`config.mk`:
```
export PLATFORM = sky130hd
export DESIGN_NAME = vga_sync_monitor
export DESIGN_NICKNAME = d
export VERILOG_FILES = /design/src/rtl/vga_sync_monitor.sv
export SDC_FILE = /design/constraint.sdc
export NUM_CORES = 1
export LEC_CHECK = 0
export ABC_AREA = 1
export CORE_MARGIN = 5
export CORE_UTILIZATION = 57
export DETAILED_ROUTE_END_ITERATION = 6
export PLACE_DENSITY = 0.8
export SLEW_MARGIN = 20
export SYNTH_ARGS = -nofsm -noshare
export SYNTH_HDL_FRONTEND = slang
export SYNTH_SLANG_ARGS = --single-unit
```
`constraint.sdc`:
```
create_clock -name CLK -period 2.62 [get_ports CLK]
set_input_delay 0.524 -clock CLK [delete_from_list [all_inputs] [get_ports CLK]]
set_output_delay 0.524 -clock CLK [all_outputs]
set_load 0.03 [all_outputs]
```
`src/rtl/vga_sync_monitor.sv`:
```
// vga_sync_monitor: recovers pixel position from VGA sync inputs and checks line/frame timing
//   CLK, RST_BTN                           clock, asynchronous active-low reset
//   i_pix_stb                              pixel strobe; inputs sampled and state advanced only when high
//   i_hs, i_vs                             active-low sync inputs
//   o_x, o_y, o_active                     recovered position inside the active window
//   o_locked                               lock FSM is in LOCKED
//   o_line_err, o_frame_err, o_frame_done  one-clock pulses
//   o_err_cnt                              saturating error count
module vga_sync_monitor #(
  parameter int H_TOTAL   = 800,
  parameter int H_SYNC    = 96,
  parameter int H_ACT_STA = 144,
  parameter int H_ACTIVE  = 640,
  parameter int V_TOTAL   = 525,
  parameter int V_SYNC    = 2,
  parameter int V_ACT_STA = 36,
  parameter int V_ACTIVE  = 480
) (
  input  logic       CLK,
  input  logic       RST_BTN,
  input  logic       i_pix_stb,
  input  logic       i_hs,
  input  logic       i_vs,
  output logic [9:0] o_x,
  output logic [8:0] o_y,
  output logic       o_active,
  output logic       o_locked,
  output logic       o_line_err,
  output logic       o_frame_err,
  output logic       o_frame_done,
  output logic [7:0] o_err_cnt
);
  typedef enum logic [1:0] {SEARCH, ACQUIRE, LOCKED} state_t;
  localparam logic [9:0] H_LAST = 10'(H_TOTAL - 1);
  localparam logic [9:0] H_SW   = 10'(H_SYNC - 1);
  localparam logic [9:0] HA0    = 10'(H_ACT_STA);
  localparam logic [9:0] HA1    = 10'(H_ACT_STA + H_ACTIVE);
  localparam logic [9:0] V_TOT  = 10'(V_TOTAL);
  localparam logic [9:0] V_SW   = 10'(V_SYNC);
  localparam logic [9:0] VA0    = 10'(V_ACT_STA);
  localparam logic [9:0] VA1    = 10'(V_ACT_STA + V_ACTIVE);
  state_t     state_q, state_d;
  logic [9:0] h_q, h_d, v_q, v_d, x_q, x_d;
  logic [8:0] y_q, y_d;
  logic [7:0] err_q, err_d;
  logic       hs_q, vs_q, clean_q, clean_d, act_q, act_d, le_q, fe_q, fd_q;
  logic       hs_fall, hs_rise, vs_fall, vs_rise, line_err, frame_err, track, err;
  always_comb begin
    hs_fall   = hs_q & ~i_hs;
    hs_rise   = ~hs_q & i_hs;
    vs_fall   = vs_q & ~i_vs;
    vs_rise   = ~vs_q & i_vs;
    line_err  = (hs_fall && h_q != H_LAST) || (hs_rise && h_q != H_SW);
    frame_err = (vs_fall && v_q != V_TOT) || (vs_rise && v_q != V_SW);
    track     = state_q != SEARCH;
    err       = track && (line_err || frame_err);
    h_d       = hs_fall ? '0 : (&h_q) ? h_q : h_q + 10'd1;
    v_d       = vs_fall ? '0 : (hs_fall && !(&v_q)) ? v_q + 10'd1 : v_q;
    state_d   = state_q == SEARCH ? (vs_fall ? ACQUIRE : SEARCH)
              : state_q == LOCKED ? (err ? ACQUIRE : LOCKED)
              : (vs_fall && clean_q && !err) ? LOCKED : ACQUIRE;
    // clean_q tracks "no error in ACQUIRE since entry or the last VS fall";
    // it idles at 1 outside ACQUIRE so every entry starts clean
    clean_d   = (vs_fall || state_q != ACQUIRE) ? 1'b1 : clean_q & ~err;
    err_d     = (err && !(&err_q)) ? err_q + 8'd1 : err_q;
    // position outputs derive from next-state values so they align with the counter edge
    act_d     = state_d == LOCKED && h_d >= HA0 && h_d < HA1 && v_d >= VA0 && v_d < VA1;
    x_d       = act_d ? h_d - HA0 : '0;
    y_d       = act_d ? 9'(v_d - VA0) : '0;
  end
  always_ff @(posedge CLK or negedge RST_BTN)
    if (!RST_BTN) begin
      state_q <= SEARCH;
      h_q     <= '0;
      v_q     <= '0;
      hs_q    <= 1'b1;
      vs_q    <= 1'b1;
      clean_q <= 1'b1;
      err_q   <= '0;
      x_q     <= '0;
      y_q     <= '0;
      act_q   <= 1'b0;
      le_q    <= 1'b0;
      fe_q    <= 1'b0;
      fd_q    <= 1'b0;
    end else begin
      le_q <= i_pix_stb & track & line_err;
      fe_q <= i_pix_stb & track & frame_err;
      fd_q <= i_pix_stb & track & vs_fall;
      if (i_pix_stb) begin
        state_q <= state_d;
        h_q     <= h_d;
        v_q     <= v_d;
        hs_q    <= i_hs;
        vs_q    <= i_vs;
        clean_q <= clean_d;
        err_q   <= err_d;
        x_q     <= x_d;
        y_q     <= y_d;
        act_q   <= act_d;
      end
    end
  assign o_x          = x_q;
  assign o_y          = y_q;
  assign o_active     = act_q;
  assign o_locked     = state_q == LOCKED;
  assign o_line_err   = le_q;
  assign o_frame_err  = fe_q;
  assign o_frame_done = fd_q;
  assign o_err_cnt    = err_q;
endmodule

```
### Word-level counts from Yosys, hierarchy flattened

Cells that the tools add are included.

* register bits: 56
* input bits: 5
* logic and storage cells: 81

* add/sub/neg operators: 5
* magnitude comparators: 4
* equal/unequal tests: 7
* multiplexer cells: 12
* bitwise operators: 14
* reductions and logical operators: 26

Operator list (number)
* 10-bit 2-to-1 mux: 5
* 10-bit by 1-bit adder with 10-bit output (second input constant): 2
* 10-bit < comparator (second input constant): 2
* 10-bit inequality test (second input constant): 2
* 10-bit AND reduction: 2
* 1-bit logical AND: 13
* 10-bit by 6-bit greater-or-equal comparator with 1-bit output (second input constant): 1
* 10-bit by 8-bit greater-or-equal comparator with 1-bit output (second input constant): 1
* 10-bit by 2-bit inequality test with 1-bit output (second input constant): 1
* 10-bit by 7-bit inequality test with 1-bit output (second input constant): 1
* 10-bit by 8-bit subtractor with 10-bit output (second input constant): 1
* 1-bit AND: 9
* 9-bit 2-to-1 mux: 1
* 9-bit by 6-bit subtractor with 9-bit output (second input constant): 1
* 8-bit by 1-bit adder with 8-bit output (second input constant): 1
* 2-bit 2-to-1 mux: 4
* 8-bit AND reduction: 1
* 1-bit inverter: 5
* 2-bit == test (second input constant): 2
* 1-bit logical OR: 4
* 1-bit logical NOT: 3
* 2-bit logical NOT: 1
* 1-bit 2-to-1 mux: 2
* 2-bit by 1-bit inequality test with 1-bit output (second input constant): 1
* other kinds (2): 2

### Depth between registers and ports, before layout

Gate-level depths: netlist (run 1).

* word-level depth: 17
* depth in mapped cells: 19
* gate-level depth less buffers: 18

### Worst setup path before layout (run 1)

No wires, ideal clock.

* path kind: register to register
* from: reg v_q[0]
* to: reg x_q[6] (netlist: o_x[6])
* data arrival time: 2323 ps
* required time: 2554 ps
* slack: 232 ps
* cell stages (with the launch flop): 20
* clock period less this slack: 2388 ps
* cell sequence: dfrtp_1 ha_1 nand3_2 nor2_4 nand2_2 nand2_4 nand2_1 o21ai_0 nand2_1 ha_1 nand3_1 nand3_1 nand2_1 nor2_1 nand2_1 nand2_1 nor2_2 buf_4 nand3_1 nand2_1

* word-level cells in the longest chain between the ends: 16

Ends and longest elaborated chain
* start, declared: line 43 `logic [9:0] h_q, h_d, v_q, v_d, x_q, x_d;`
* start signal, assigned: line 93 `v_q <= v_d;`
* parallel branches: the longest is 14 deep, another holds 10-bit by 1-bit adder with 10-bit output
* 1-bit logical AND (*): line 67 `act_d = state_d == LOCKED && h_d >= HA0 && h_d < HA1 && v_d >= VA0 && v_d < VA1;`
* 10-bit 2-to-1 mux (*): line 68 `x_d = act_d ? h_d - HA0 : '0;`
* end signal, assigned: line 80 `x_q <= '0;`
* end signal, assigned: line 98 `x_q <= x_d;`
* end, declared: line 43

Mark *: on every way between the ends.
A chain may end at the register's enable or synchronous reset.

### Worst setup path after layout (run 1)

* from: reg v_q[1]
* to: reg y_q[5] (netlist: o_y[5])

* word-level cells in the longest chain between the ends: 16

Ends and longest elaborated chain
* parallel branches: the longest is 15 deep, another holds 10-bit by 1-bit adder with 10-bit output
* 9-bit 2-to-1 mux (*): line 69 `y_d = act_d ? 9'(v_d - VA0) : '0;`
* end signal, assigned: line 99 `y_q <= y_d;`
* end, declared: line 44 `logic [8:0] y_q, y_d;`

Marked as above.

==> results of run 1 <==
per-layer routing:
layer	part of all wire	wire length (um)	GRT usage	vias to the layer above
met1	0.46	4100	0.359	1577
li1	-	-	-	1662
met5	0	0	0	-
met3	0.067	592	0.0386	11
met2	0.46	4100	0.359	149
met4	0.011	102	0.0516	0
worst max-delay path: stages, from the launching register on:
cell	delay, ns
dfrtp_1	0.43
ha_4	0.18
nand3_4	0.09
nor2_4	0.15
nand2_2	0.08
nand2_4	0.12
nand2_2	0.06
o21ai_2	0.07
nand2_2	0.11
ha_4	0.18
nand3_1	0.09
nand3_2	0.08
nand2_1	0.07
nor2_1	0.04
nand2_1	0.07
nand2_2	0.07
nor2_4	0.21
buf_6	0.16
nand3_1	0.07
nand2_1	0.08
stage by stage:
| stage | area, um^2 | instances |
|---|---|---|
| finish | 4340 | 625 |
| global route | 4340 | 625 |
| CTS | 4150 | 614 |
| detailed placement | 4060 | 606 |
| global placement | 4060 | 606 |
| floorplan | 3430 | 477 |
cells in the final DEF, fill, tap and decap left out, drive strengths merged, types with 6 or more instances in the layout:
master and count:
nand2 176, nand3 55, dfrtp 53, inv 50, buf 45, nor2 41
clkdlybuf4s50 35, o21ai 24, nand4 13, xnor2 9, ha 9, xor2 8
o21bai 7, nor3 6
area by class of cell:
class | count | share of cell area
Clock buffer | 5 | 0.0159
Clock inverter | 3 | 0.00606
Inverter | 49 | 0.0424
Multi-Input combinational cell | 357 | 0.428
Sequential cell | 56 | 0.325
Tap cell | 75 | 0.0216
Timing Repair Buffer | 80 | 0.162
worst paths after layout:
check | from | endpoint | cells past startpoint
worst min-delay path | RST_BTN | v_q[8] | 2
worst max register to register | v_q[1] | o_y[5] | 19
worst max-delay path | v_q[1] | o_y[5] | 19
max in group asynchronous | RST_BTN | h_q[1] | 2
worst min register to register | o_y[2] | o_y[2] | 2
min in group CLK | o_y[2] | o_y[2] | 2
cells by family (layout without fill, tap and decap cells):
group / Yosys count / count (layout) / synth area share
compound gates: 40 / 40 / 0.0692
xor+xnor: 17 / 17 / 0.0434
fa+ha+maj: 9 / 9 / 0.0328
buf+inv: 64 / 137 / 0.0754
flops: 56 / 56 / 0.409
simple gates: 291 / 291 / 0.370
flip-flops by register name, summed over array words and instances, names as in the netlist:
signal,cells
h_q,10
o_x,10
v_q,10
o_y,9
o_err_cnt,8
state_q,2
clean_q,1
hs_q,1
o_active,1
o_frame_done,1
o_frame_err,1
o_line_err,1
vs_q,1
timing repair:
action,in CTS,in global routing
buffers inserted,0,9
gates resized for setup,0,29
endpoints found under the setup margin,0,20
power breakdown:
group,internal [uW],total [uW],switching (uW)
registers,956,1070,109
clock network,195,513,318
logic,291,703,412
total,1440,2280,839
cells in the mapped netlist (all sizes together):
cell type,instances
ha,9
xor2,8
dfstp,3
dfrtp,53
o21ai,24
xnor2,9
o31ai,1
inv,49
o21bai,7
o22a,1
buf,7
nand3,55
a31o,1
nand2,176
nand4,13
a21oi,5
clkbuf,8
nor3,6
a21o,1
nor2,41
==> impl_results.md, run 1 <==
* GRT Resource Usage Total at 0.237
* LEAKAGE at 0.00216 uW
* Placeable Area at 5890 um^2
* Root Driver: clkbuf_8
* Critical Path AT at 2.73 ns
* DRT iter0 DRCs at 361
* Power Density at 526 nW/um^2
* Maximum number of pins on one net before global-route repair at 58
* Syn avg cell area at 7.20 um^2
* Total power at 2280 uW
* Global-route wire length before repair at 14500 um
* Setup_tns at 0 ns
* Sink Count at 56
* Vias/cell at 5.44
* Final Max Slew Viols at 0
* Final Critical Period at 2.47 ns
* Fillcell total at 449
* Mapped Nets at 491
* Drc violations at 0
* Final net count at 563
* Die W at 87.6 um
* Crit share post-route at 0.942
* Area grow syn2layout at 26.3%
* Yosys warns at 0
* Clock buffer depth at 2
* Insertion delay to the later sink of the worst-skew pair at 0.32 ns
* N_diodes at 0
* Die Ht at 87.6 um
* R2R Setup Slk at 0.15 ns
* Multi-input logic area at 1850 um^2
* Fin util at 0.737
* IO Pins at 37
* Final Hold Viols at 0
* Post-DRT Antenna Nets at 0
* Sequential cell area at 1410 um^2
* Maximum level of the CTS H-tree at 2
* Syn Inst Count at 477
* Worst-Margin Slew at 0.733 ns
* Max Cap Viol at 0
* CTS tree: done
* DR pass1 iterations at 5
* CTS clk-pin slew, worst paths at 0.11 ns
* Synth area leaders: dfrtp_1 (39%), nand2_1 (19%), nand3_1 (7.4%)
* Hold/Removal Path Class: input pin to asynchronous set/reset pin
* WP data required at 2.88 ns
* Dominant cell type by area after synthesis: dfrtp_1
* Routability cong. at 0.956
* Drt wl/cell at 14.2 um
* Total global routing overflow at 0
* Min Hold Slack at 0.340 ns
* Via count at 3399
* Worst-path fanout max at 6
* Seq/Total Area, Yosys at 0.409
* Hold-fix buffers, CTS at 0
* Pre-CTS setup slack at -0.116 ns
* Maximum vdd drop at 531 uV
* Port Buffer Count at 36
* Run status: complete, no violations
* Slew HR at 0.512
* FF+latch count, synth at 56
* Die area at 7680 um^2
* FMAX at 0.405 GHz
* Worst setup SP type: register
* Initial Utilization at 0.584
* Setup WS post-layout at 0.153 ns
* Max Clock Skew at 0.00656 ns
* Final Setup Violations at 0
* Synth unique cells at 28
* Synthesized area at 3430 um^2
* DRT Wirelength at 8890 um
* Number of buffers created by CTS at 5
* Critical path class: register to register
* Num rows at 28
* Post-DP HPWL at 6150 um
* Worst Setup End Kind: register
* Vias in the first global route at 3037
* Synth top area share at 0.386
* Initial antenna violation count at 0
* Layout cell share with drive strength beyond 1 at 0.169
Note: power is estimated with default switching activity, not from simulation.
==> run 2: changes to the inputs <==
--- a/config.mk
+++ b/config.mk
@@ -10,7 +10,6 @@
 export CORE_UTILIZATION = 57
 export DETAILED_ROUTE_END_ITERATION = 6
 export PLACE_DENSITY = 0.8
-export SLEW_MARGIN = 20
 export SYNTH_ARGS = -nofsm -noshare
 export SYNTH_HDL_FRONTEND = slang
 export SYNTH_SLANG_ARGS = --single-unit
==> results of run 2 <==
The final DEF is identical to that of run 1; final timing and power are the same.
